[src/rtl/instruction_cache_pkg.sv]
// ============================================================================
// Module      : instruction_cache_pkg
// Description : Shared widths and FSM state encoding for the instruction cache
// Revision    : 1.0 - initial release
// ============================================================================
`default_nettype none

package instruction_cache_pkg;

  localparam int BLOCK_W       = 128;
  localparam int WORD_W        = 32;
  localparam int BLOCK_ADDR_W  = 28;
  localparam int OFFSET_W      = 2;   // word select within a block
  localparam int BYTE_OFFSET_W = 4;   // byte address bits below the block address

  typedef enum logic [1:0] {
    IDLE     = 2'd0,
    MEM_REQ  = 2'd1,
    MEM_WAIT = 2'd2
  } state_t;

endpackage

`default_nettype wire

[src/rtl/instruction_cache_storage.sv]
// ============================================================================
// Module      : instruction_cache_storage
// Description : Valid/tag/data arrays, asynchronous read, synchronous fill
// Revision    : 1.0 - initial release
// ============================================================================
`default_nettype none

module instruction_cache_storage
  import instruction_cache_pkg::*;
#(
  parameter int LINES   = 8,
  parameter int INDEX_W = 3,
  parameter int TAG_W   = 25
) (
  input  logic               clk,
  input  logic               rst_n,
  input  logic [INDEX_W-1:0] i_rd_index,
  output logic               o_rd_valid,
  output logic [TAG_W-1:0]   o_rd_tag,
  output logic [BLOCK_W-1:0] o_rd_data,
  input  logic               i_wr_en,
  input  logic [INDEX_W-1:0] i_wr_index,
  input  logic [TAG_W-1:0]   i_wr_tag,
  input  logic [BLOCK_W-1:0] i_wr_data
);

  logic [LINES-1:0]   r_valid;
  logic [TAG_W-1:0]   r_tag  [LINES];
  logic [BLOCK_W-1:0] r_data [LINES];

  // Only the valid bits are cleared; tag/data are don't-care until a fill.
  always_ff @(posedge clk or negedge rst_n) begin
    if (!rst_n) begin
      r_valid <= '0;
    end else if (i_wr_en) begin
      r_valid[i_wr_index] <= 1'b1;
    end
  end

  always_ff @(posedge clk) begin
    if (i_wr_en) begin
      r_tag[i_wr_index]  <= i_wr_tag;
      r_data[i_wr_index] <= i_wr_data;
    end
  end

  assign o_rd_valid = r_valid[i_rd_index];
  assign o_rd_tag   = r_tag[i_rd_index];
  assign o_rd_data  = r_data[i_rd_index];

endmodule

`default_nettype wire

[src/rtl/instruction_cache.sv]
// ============================================================================
// Module      : instruction_cache
// Description : Direct-mapped read-only instruction cache with block refill
// Revision    : 1.0 - initial release
// ============================================================================
`default_nettype none

module instruction_cache
  import instruction_cache_pkg::*;
#(
  parameter int LINES = 8
) (
  input  logic                    CLK,
  input  logic                    RESET,
  input  logic                    READ,
  input  logic [31:0]             ADDRESS,
  output logic [WORD_W-1:0]       INSTRUCTION,
  output logic                    BUSYWAIT,
  output logic                    MEM_READ,
  output logic [BLOCK_ADDR_W-1:0] MEM_ADDRESS,
  input  logic [BLOCK_W-1:0]      MEM_READDATA,
  input  logic                    MEM_BUSYWAIT
);

  localparam int INDEX_W = $clog2(LINES);
  localparam int TAG_W   = BLOCK_ADDR_W - INDEX_W;

  state_t                  r_state;
  state_t                  w_next_state;
  logic [BLOCK_ADDR_W-1:0] r_blk_addr;

  logic [INDEX_W-1:0]      w_index;
  logic [TAG_W-1:0]        w_tag;
  logic [OFFSET_W-1:0]     w_offset;
  logic                    w_rd_valid;
  logic [TAG_W-1:0]        w_rd_tag;
  logic [BLOCK_W-1:0]      w_rd_data;
  logic                    w_hit;
  logic [WORD_W-1:0]       w_word;
  logic                    w_fill;
  logic                    w_busywait;
  logic                    w_mem_read;
  logic [WORD_W-1:0]       w_instruction;
  logic                    w_unused_byte_bits;

  assign w_index            = ADDRESS[BYTE_OFFSET_W +: INDEX_W];
  assign w_tag              = ADDRESS[31 -: TAG_W];
  assign w_offset           = ADDRESS[BYTE_OFFSET_W-1:2];
  assign w_unused_byte_bits = ^ADDRESS[1:0];

  instruction_cache_storage #(
    .LINES   (LINES),
    .INDEX_W (INDEX_W),
    .TAG_W   (TAG_W)
  ) u_storage (
    .clk        (CLK),
    .rst_n      (RESET),
    .i_rd_index (w_index),
    .o_rd_valid (w_rd_valid),
    .o_rd_tag   (w_rd_tag),
    .o_rd_data  (w_rd_data),
    .i_wr_en    (w_fill),
    .i_wr_index (r_blk_addr[INDEX_W-1:0]),
    .i_wr_tag   (r_blk_addr[BLOCK_ADDR_W-1 -: TAG_W]),
    .i_wr_data  (MEM_READDATA)
  );

  assign w_hit  = READ & w_rd_valid & (w_rd_tag == w_tag);
  assign w_word = w_rd_data[{w_offset, 5'b0} +: WORD_W];

  always_ff @(posedge CLK or negedge RESET) begin
    if (!RESET) begin
      r_state <= IDLE;
    end else begin
      r_state <= w_next_state;
    end
  end

  // The refill runs only from this latched copy, so ADDRESS may wander.
  always_ff @(posedge CLK or negedge RESET) begin
    if (!RESET) begin
      r_blk_addr <= '0;
    end else if (r_state == IDLE && READ && !w_hit) begin
      r_blk_addr <= ADDRESS[31:BYTE_OFFSET_W];
    end
  end

  always_comb begin
    w_next_state  = r_state;
    w_busywait    = 1'b0;
    w_mem_read    = 1'b0;
    w_fill        = 1'b0;
    w_instruction = '0;
    // Gating on RESET keeps every output quiet while reset is held.
    if (RESET) begin
      case (r_state)
        IDLE: begin
          if (w_hit) begin
            w_instruction = w_word;
          end else if (READ) begin
            w_busywait   = 1'b1;
            w_next_state = MEM_REQ;
          end
        end
        MEM_REQ: begin
          w_mem_read = 1'b1;
          w_busywait = 1'b1;
          if (MEM_BUSYWAIT) begin
            w_next_state = MEM_WAIT;
          end
        end
        MEM_WAIT: begin
          w_mem_read = 1'b1;
          w_busywait = 1'b1;
          if (!MEM_BUSYWAIT) begin
            w_fill       = 1'b1;
            w_next_state = IDLE;
          end
        end
        default: w_next_state = IDLE;
      endcase
    end
  end

  assign INSTRUCTION = w_instruction;
  assign BUSYWAIT    = w_busywait;
  assign MEM_READ    = w_mem_read;
  assign MEM_ADDRESS = w_mem_read ? r_blk_addr : '0;

endmodule

`default_nettype wire

[config.mk]
export PLATFORM = sky130hd
export DESIGN_NAME = instruction_cache
export DESIGN_NICKNAME = d
export VERILOG_FILES = /design/src/rtl/instruction_cache_pkg.sv /design/src/rtl/instruction_cache_storage.sv /design/src/rtl/instruction_cache.sv
export SDC_FILE = /design/constraint.sdc
export NUM_CORES = 1
export LEC_CHECK = 0
export BUFFER_PORTS_ARGS = -buffer_cell sky130_fd_sc_hd__buf_4
export CAP_MARGIN = 20
export CORE_MARGIN = 5
export CORE_UTILIZATION = 50
export DETAILED_ROUTE_END_ITERATION = 7
export PLACE_DENSITY = 0.67
export SLEW_MARGIN = 25
export SYNTH_ARGS = -nofsm -noshare
export SYNTH_HDL_FRONTEND = slang
export SYNTH_SLANG_ARGS = --single-unit
[constraint.sdc]
create_clock -name CLK -period 14.2 [get_ports CLK]
set_input_delay 0.71 -clock CLK [delete_from_list [all_inputs] [get_ports CLK]]
set_output_delay 0.71 -clock CLK [all_outputs]
set_load 0.02 [all_outputs]
## After elaboration in Yosys (flattened, before gate mapping)

Memories as Yosys holds them, arrays and structs flattened.
Index checks and enable logic that the tools add are counted.

- Logic and storage cells: 50
- Bits in registers: 38
- Output and inout bits: 62
- Input bits: 164
- RAM bits: 1224
- Memories: 2

Memories:

| name | words | width | rd ports | clocked after memory_dff | write ports | RTL line | source |
|---|---|---|---|---|---|---|---|
| u_storage.r_data | 8 | 128 | 1 | 0 | 1 | instruction_cache_storage.sv:29 | `logic [BLOCK_W-1:0] r_data [LINES];` |
| u_storage.r_tag | 8 | 25 | 1 | 0 | 1 | instruction_cache_storage.sv:28 | `logic [TAG_W-1:0] r_tag [LINES];` |

- Bitwise operators: 3
- Reductions and logical operators: 7
- Multiplexer cells: 24
- $lt $le $gt $ge: 3
- Equality and inequality tests: 7
- Shifts and indexed selects: 1

Operators with widths:

| kind | number |
|---|---|
| 128-bit by 8-bit variable part select with 32-bit output | 1 |
| 32-bit two-way mux | 3 |
| 28-bit two-way mux | 1 |
| 25-bit == test | 1 |
| 1-bit two-way mux | 12 |
| 3-bit by 4-bit < comparator with 1-bit output, second input constant | 2 |
| 2-bit two-way mux | 4 |
| 2-bit != test, second input constant | 4 |
| 8-bit OR | 1 |
| 2-bit case mux with 3 select lines | 1 |
| 5-bit AND reduction | 1 |
| 1-bit binary-select mux with 3-bit select | 1 |
| 1-bit demux with 3-bit select | 1 |
| 3-bit by 1-bit greater-or-equal comparator with 1-bit output, second input constant | 1 |
| 1-bit logical AND | 3 |
| 1-bit bitwise AND | 2 |
| 2-bit by 1-bit == test with 1-bit output, second input constant | 1 |
| 2-bit == test, second input constant | 1 |
| 2-bit logical NOT | 1 |
| 1-bit case mux with 2 select lines | 1 |
| 2-bit OR reduction | 1 |
| 1-bit logical NOT | 1 |

## Depth between registers and ports, before layout

- Word-level depth: 7
- Mapped depth: 14

## Hierarchy

Synthesis repeated with hierarchy kept, for this count alone.

- Cells, all modules: 2030
- Area, all modules: 49032.0 um^2

Modules (own cells, without submodules):

| module | seq. area each (um^2) | area each (um^2) | cells each | instances |
|---|---|---|---|---|
| instruction_cache_storage | 36955.4 | 46263.1 | 1803 | 1 |
| instruction_cache | 750.7 | 2768.9 | 227 | 1 |

## Least setup slack after synthesis

Ideal clock, no wire load.

- Kind: input port to flip-flop
- Start: input port RESET
- End: register u_storage.r_valid[0]
- Slack: 1.646 ns
- Library setup time: 0.131 ns
- Arrival time: 12.423 ns
- Stages: 4
- Path buffers: 0
- Cells stage by stage: nand2_1 or3_1 nor3_1 or2_2

- Word-level cells in the longest chain between the ends: 1

RTL lines:

| what | RTL line | source |
|---|---|---|
| from (decl) | instruction_cache.sv:14 | `input logic RESET,` |
| 1-bit two-way mux | instruction_cache.sv:95 | `if (RESET) begin` |
| to (signal assigned) | instruction_cache_storage.sv:34 | `r_valid <= '0;` |
| to (signal, indexed assignment) | instruction_cache_storage.sv:36 | `r_valid[i_wr_index] <= 1'b1;` |
| to (decl) | instruction_cache_storage.sv:27 | `logic [LINES-1:0] r_valid;` |

Every way passes these cells.
A chain may end at the register's enable or synchronous reset.

## Worst setup path after layout

- Start: input port ADDRESS[6]
- End: output port INSTRUCTION[22]

- Word-level cells in the longest chain between the ends: 7
- Elaborated cells on any way between the ends: 11
- Those cells by class: 1 x eq/ne; 1 x shift; 5 x mux; 2 x bitwise; 2 x memory

RTL lines:

| what | RTL line | source |
|---|---|---|
| from (decl) | instruction_cache.sv:16 | `input logic [31:0] ADDRESS,` |
| parallel branches: the longest is 4 deep, another holds memory 8 x 128 bit | - |  |
| 32-bit two-way mux (*) | instruction_cache.sv:98 | `if (w_hit) begin` |
| 32-bit two-way mux (*) | instruction_cache.sv:96 | `case (r_state)` |
| 32-bit two-way mux (*) | instruction_cache.sv:95 |  |
| to (decl) | instruction_cache.sv:17 | `output logic [WORD_W-1:0] INSTRUCTION,` |

Every way passes the cells marked *. The select of a mux whose other input is x is not followed.

==> metrics.csv <==
metric;value;unit
outcome;completed;
die width;321;µm
initial antenna violation count;14;
Clk Latency, worst-skew pair;0.70;ns
Tmin final;5.86;ns
IO Pins;226;
Total Power;0.00839;W
Primary FF master, synth;edfxtp_1;
first-pass iteration count of the detailed router;5;
Peak VDD IR;137;µV
via count;21400;
clk slew on worst S/H paths;0.06;ns
IO Port Bufs;223;
Yosys cell types;39;
routability cong.;0.707;
worst hold path type;input pin to asynchronous set/reset pin;
Post CTS Setup Buffer Count;0;
Max transition margin;29.4;%
Worst Clk Skew;0.0143;ns
post-CTS resize count;0;
Synth Cell Area;48500;µm²
max_cap viols;0;
Seq/Total Area, Yosys;77.8;%
Slew Limit Fails;0;
first-pass GRT wire length;152000;µm
Layout area overhead;15.1;%
fraction of registers with async set/reset;3.01;%
critical path endpoint category;output port;
WHS;0.108;ns
fmax;0.171;GHz
TritonCTS clock tree;yes;
Post-DP HPWL;55500;µm
RSZ-0062 raised after global routing;no;
Routed WL;102000;µm
Power Dens Cells;150;nW/µm²
Setup TNS;0;ns
Overall Global Routing Usage;19.9;%
clock tree sinks;1262;
Initial Utilization;50.3;%
required time worst endpoint;13.49;ns
largest net degree at the start of global routing;148;
Final Hold Viols;0;
fin cells;3673;
syn avg cell area;24.1;µm²
crit share post-route;41.2;%
Post-Syn Nets;2181;
clock buffer count from CTS;121;
detailed-route wire length per cell;27.9;µm
Chip Height;321;µm
CP Class;input pin to output port;
worst path arrival time;5.15;ns
LEAKAGE;18.2;nW
core area;96400;µm²
Clock Root Buffer;clkbuf_16;
Total Nets Final;2454;
CTS Buffer Depth;3;
crit path launch type;input pin;
worst-path maximum fanout;66;
die area;103000;µm²
Placed Cells;3437;
# DRC;0;
Antenna Violating Nets Remaining;0;
H-tree depth;3;
final setup fails;0;
Worst Tran Pin Value;1.06;ns
vias in the first global route;23000;
vias per cell;5.84;
post-cts hold buffer count;0;
number of cell rows;114;
1st-iter DRT viols;1777;
GRT overflow;0;
synthesized instance count;2011;
Synth Register Bits;1262;
yosys warns;0;
number of synthesized flops with an enable pin;1224;
layout cell share with drive strength beyond 1;35.3;%
-- registers in the layout, indices dropped and copies added (netlist names) --
signal,flops
u_storage.r_data,1024
r_blk_addr,28
r_state,2
u_storage.r_valid,8
u_storage.r_tag,200
-- kinds of logic (layout without fill, tap and decap cells) --
group / Yosys count / count (layout) / share of synthesized area [%]
flops: 1262 / 1262 / 77.8
mux: 467 / 467 / 19.0
simple gates: 117 / 117 / 1.26
buf+inv: 109 / 489 / 1.05
compound gates: 30 / 30 / 0.416
xor+xnor: 20 / 20 / 0.361
fa+ha+maj: 6 / 6 / 0.155
other cells: 0 / 6 / 0
-- cell usage after synthesis (6+ instances only) --
cell / number / area [µm²]
xor2_1: 11 / 96.3
xnor2_1: 9 / 78.8
or2_2: 8 / 50.1
mux2_2: 26 / 293
nand2_1: 10 / 37.5
clkbuf_1: 48 / 180
nor2_1: 42 / 158
buf_2: 39 / 195
and3_1: 33 / 206
buf_1: 11 / 41.3
dfrtp_1: 38 / 951
mux2i_1: 77 / 771
edfxtp_1: 1224 / 36800
mux4_2: 354 / 7970
mux2_4: 9 / 135
a22oi_1: 12 / 90.1
ha_1: 6 / 75.1
-- layout by cell type (no fill, tap or decap), types with 4 or more instances in the layout --
cell type	n
xor2_1	11
clkbuf_16	122
mux2_2	26
edfxtp_1	1224
clkinv_2	19
a22oi_1	12
mux2i_1	77
buf_4	246
nor2_4	6
a21oi_1	5
clkbuf_1	23
or2_2	8
nor2_1	36
inv_6	4
clkinvlp_4	7
nand2b_1	5
bufinv_16	20
mux4_2	354
clkinv_1	27
mux2_4	9
nand2_1	10
ha_1	5
dfrtp_1	38
diode_2	6
xnor2_1	9
inv_1	4
and3_1	33
buf_12	5
nor2b_1	4
o21ai_0	4
-- final timing paths --
| path | start | end | slack [ns] | cells after the start |
|---|---|---|---|---|
| worst max register to register | r_state[0]$_DFFE_PN0P_ | u_storage.r_data[2][103]$_DFFE_PP_ | 10.06 | 7 |
| worst max-delay path | ADDRESS[6] | INSTRUCTION[22] | 8.34 | 13 |
| max in group asynchronous | RESET | r_blk_addr[15]$_DFFE_PN0P_ | 13.57 | 1 |
| worst min register to register | u_storage.r_valid[3]$_DFFE_PN0P_ | u_storage.r_valid[3]$_DFFE_PN0P_ | 0.47 | 1 |
| worst min-delay path | RESET | r_blk_addr[14]$_DFFE_PN0P_ | 0.11 | 1 |
| min in group CLK | MEM_READDATA[61] | u_storage.r_data[6][61]$_DFFE_PP_ | 0.24 | 1 |
-- metrics by stage --
step | cell area, µm² | util, % | setup slack, ns
2_1_floorplan | 48500 | - | 1.65
3_3_place_gp | 51600 | 53.5 | 8.35
3_5_place_dp | 51600 | 53.5 | 8.31
4_1_cts | 55800 | 57.8 | 8.25
5_1_grt | 55800 | 57.8 | 7.89
6_report | 55800 | 57.9 | 8.34
-- report_power, final --
group / total (W) / switching [W] / internal (W)
Sequential: 0.00443 / 0.000125 / 0.00430
Combinational: 0.000670 / 0.000366 / 0.000304
Clock: 0.00329 / 0.00134 / 0.00195
-- critical path, stage by stage --
cell	delay [ns]
clkbuf_8	0.62
buf_4	0.83
buf_4	0.60
mux4_2	0.31
nor2_1	0.04
a211oi_1	0.21
o211ai_1	0.19
nor4_1	0.36
and3_1	0.23
nand4_1	0.10
buf_4	0.34
nor2_1	0.24
buf_4	0.18
-- layout make-up --
type	instances	area (µm²)
clock buffer	147	3170
inverter	4	15.0
sequential	1262	37700
antenna	6	15.0
clock inverter	83	962
multi-input combinational	640	10300
timing repair buffer	255	2000
tap	1276	1600
fill	6933	40600
-- layer usage --
metal / share of wire [%] / GRT usage [%] / wire length, µm
met1: 40 / 26.5 / 40500
met2: 52 / 34.2 / 53600
met3: 6.0 / 4.65 / 6170
met4: 1.9 / 4.32 / 1930
met5: 0.087 / 0 / 89
Note: power is estimated with default switching activity, not from simulation.
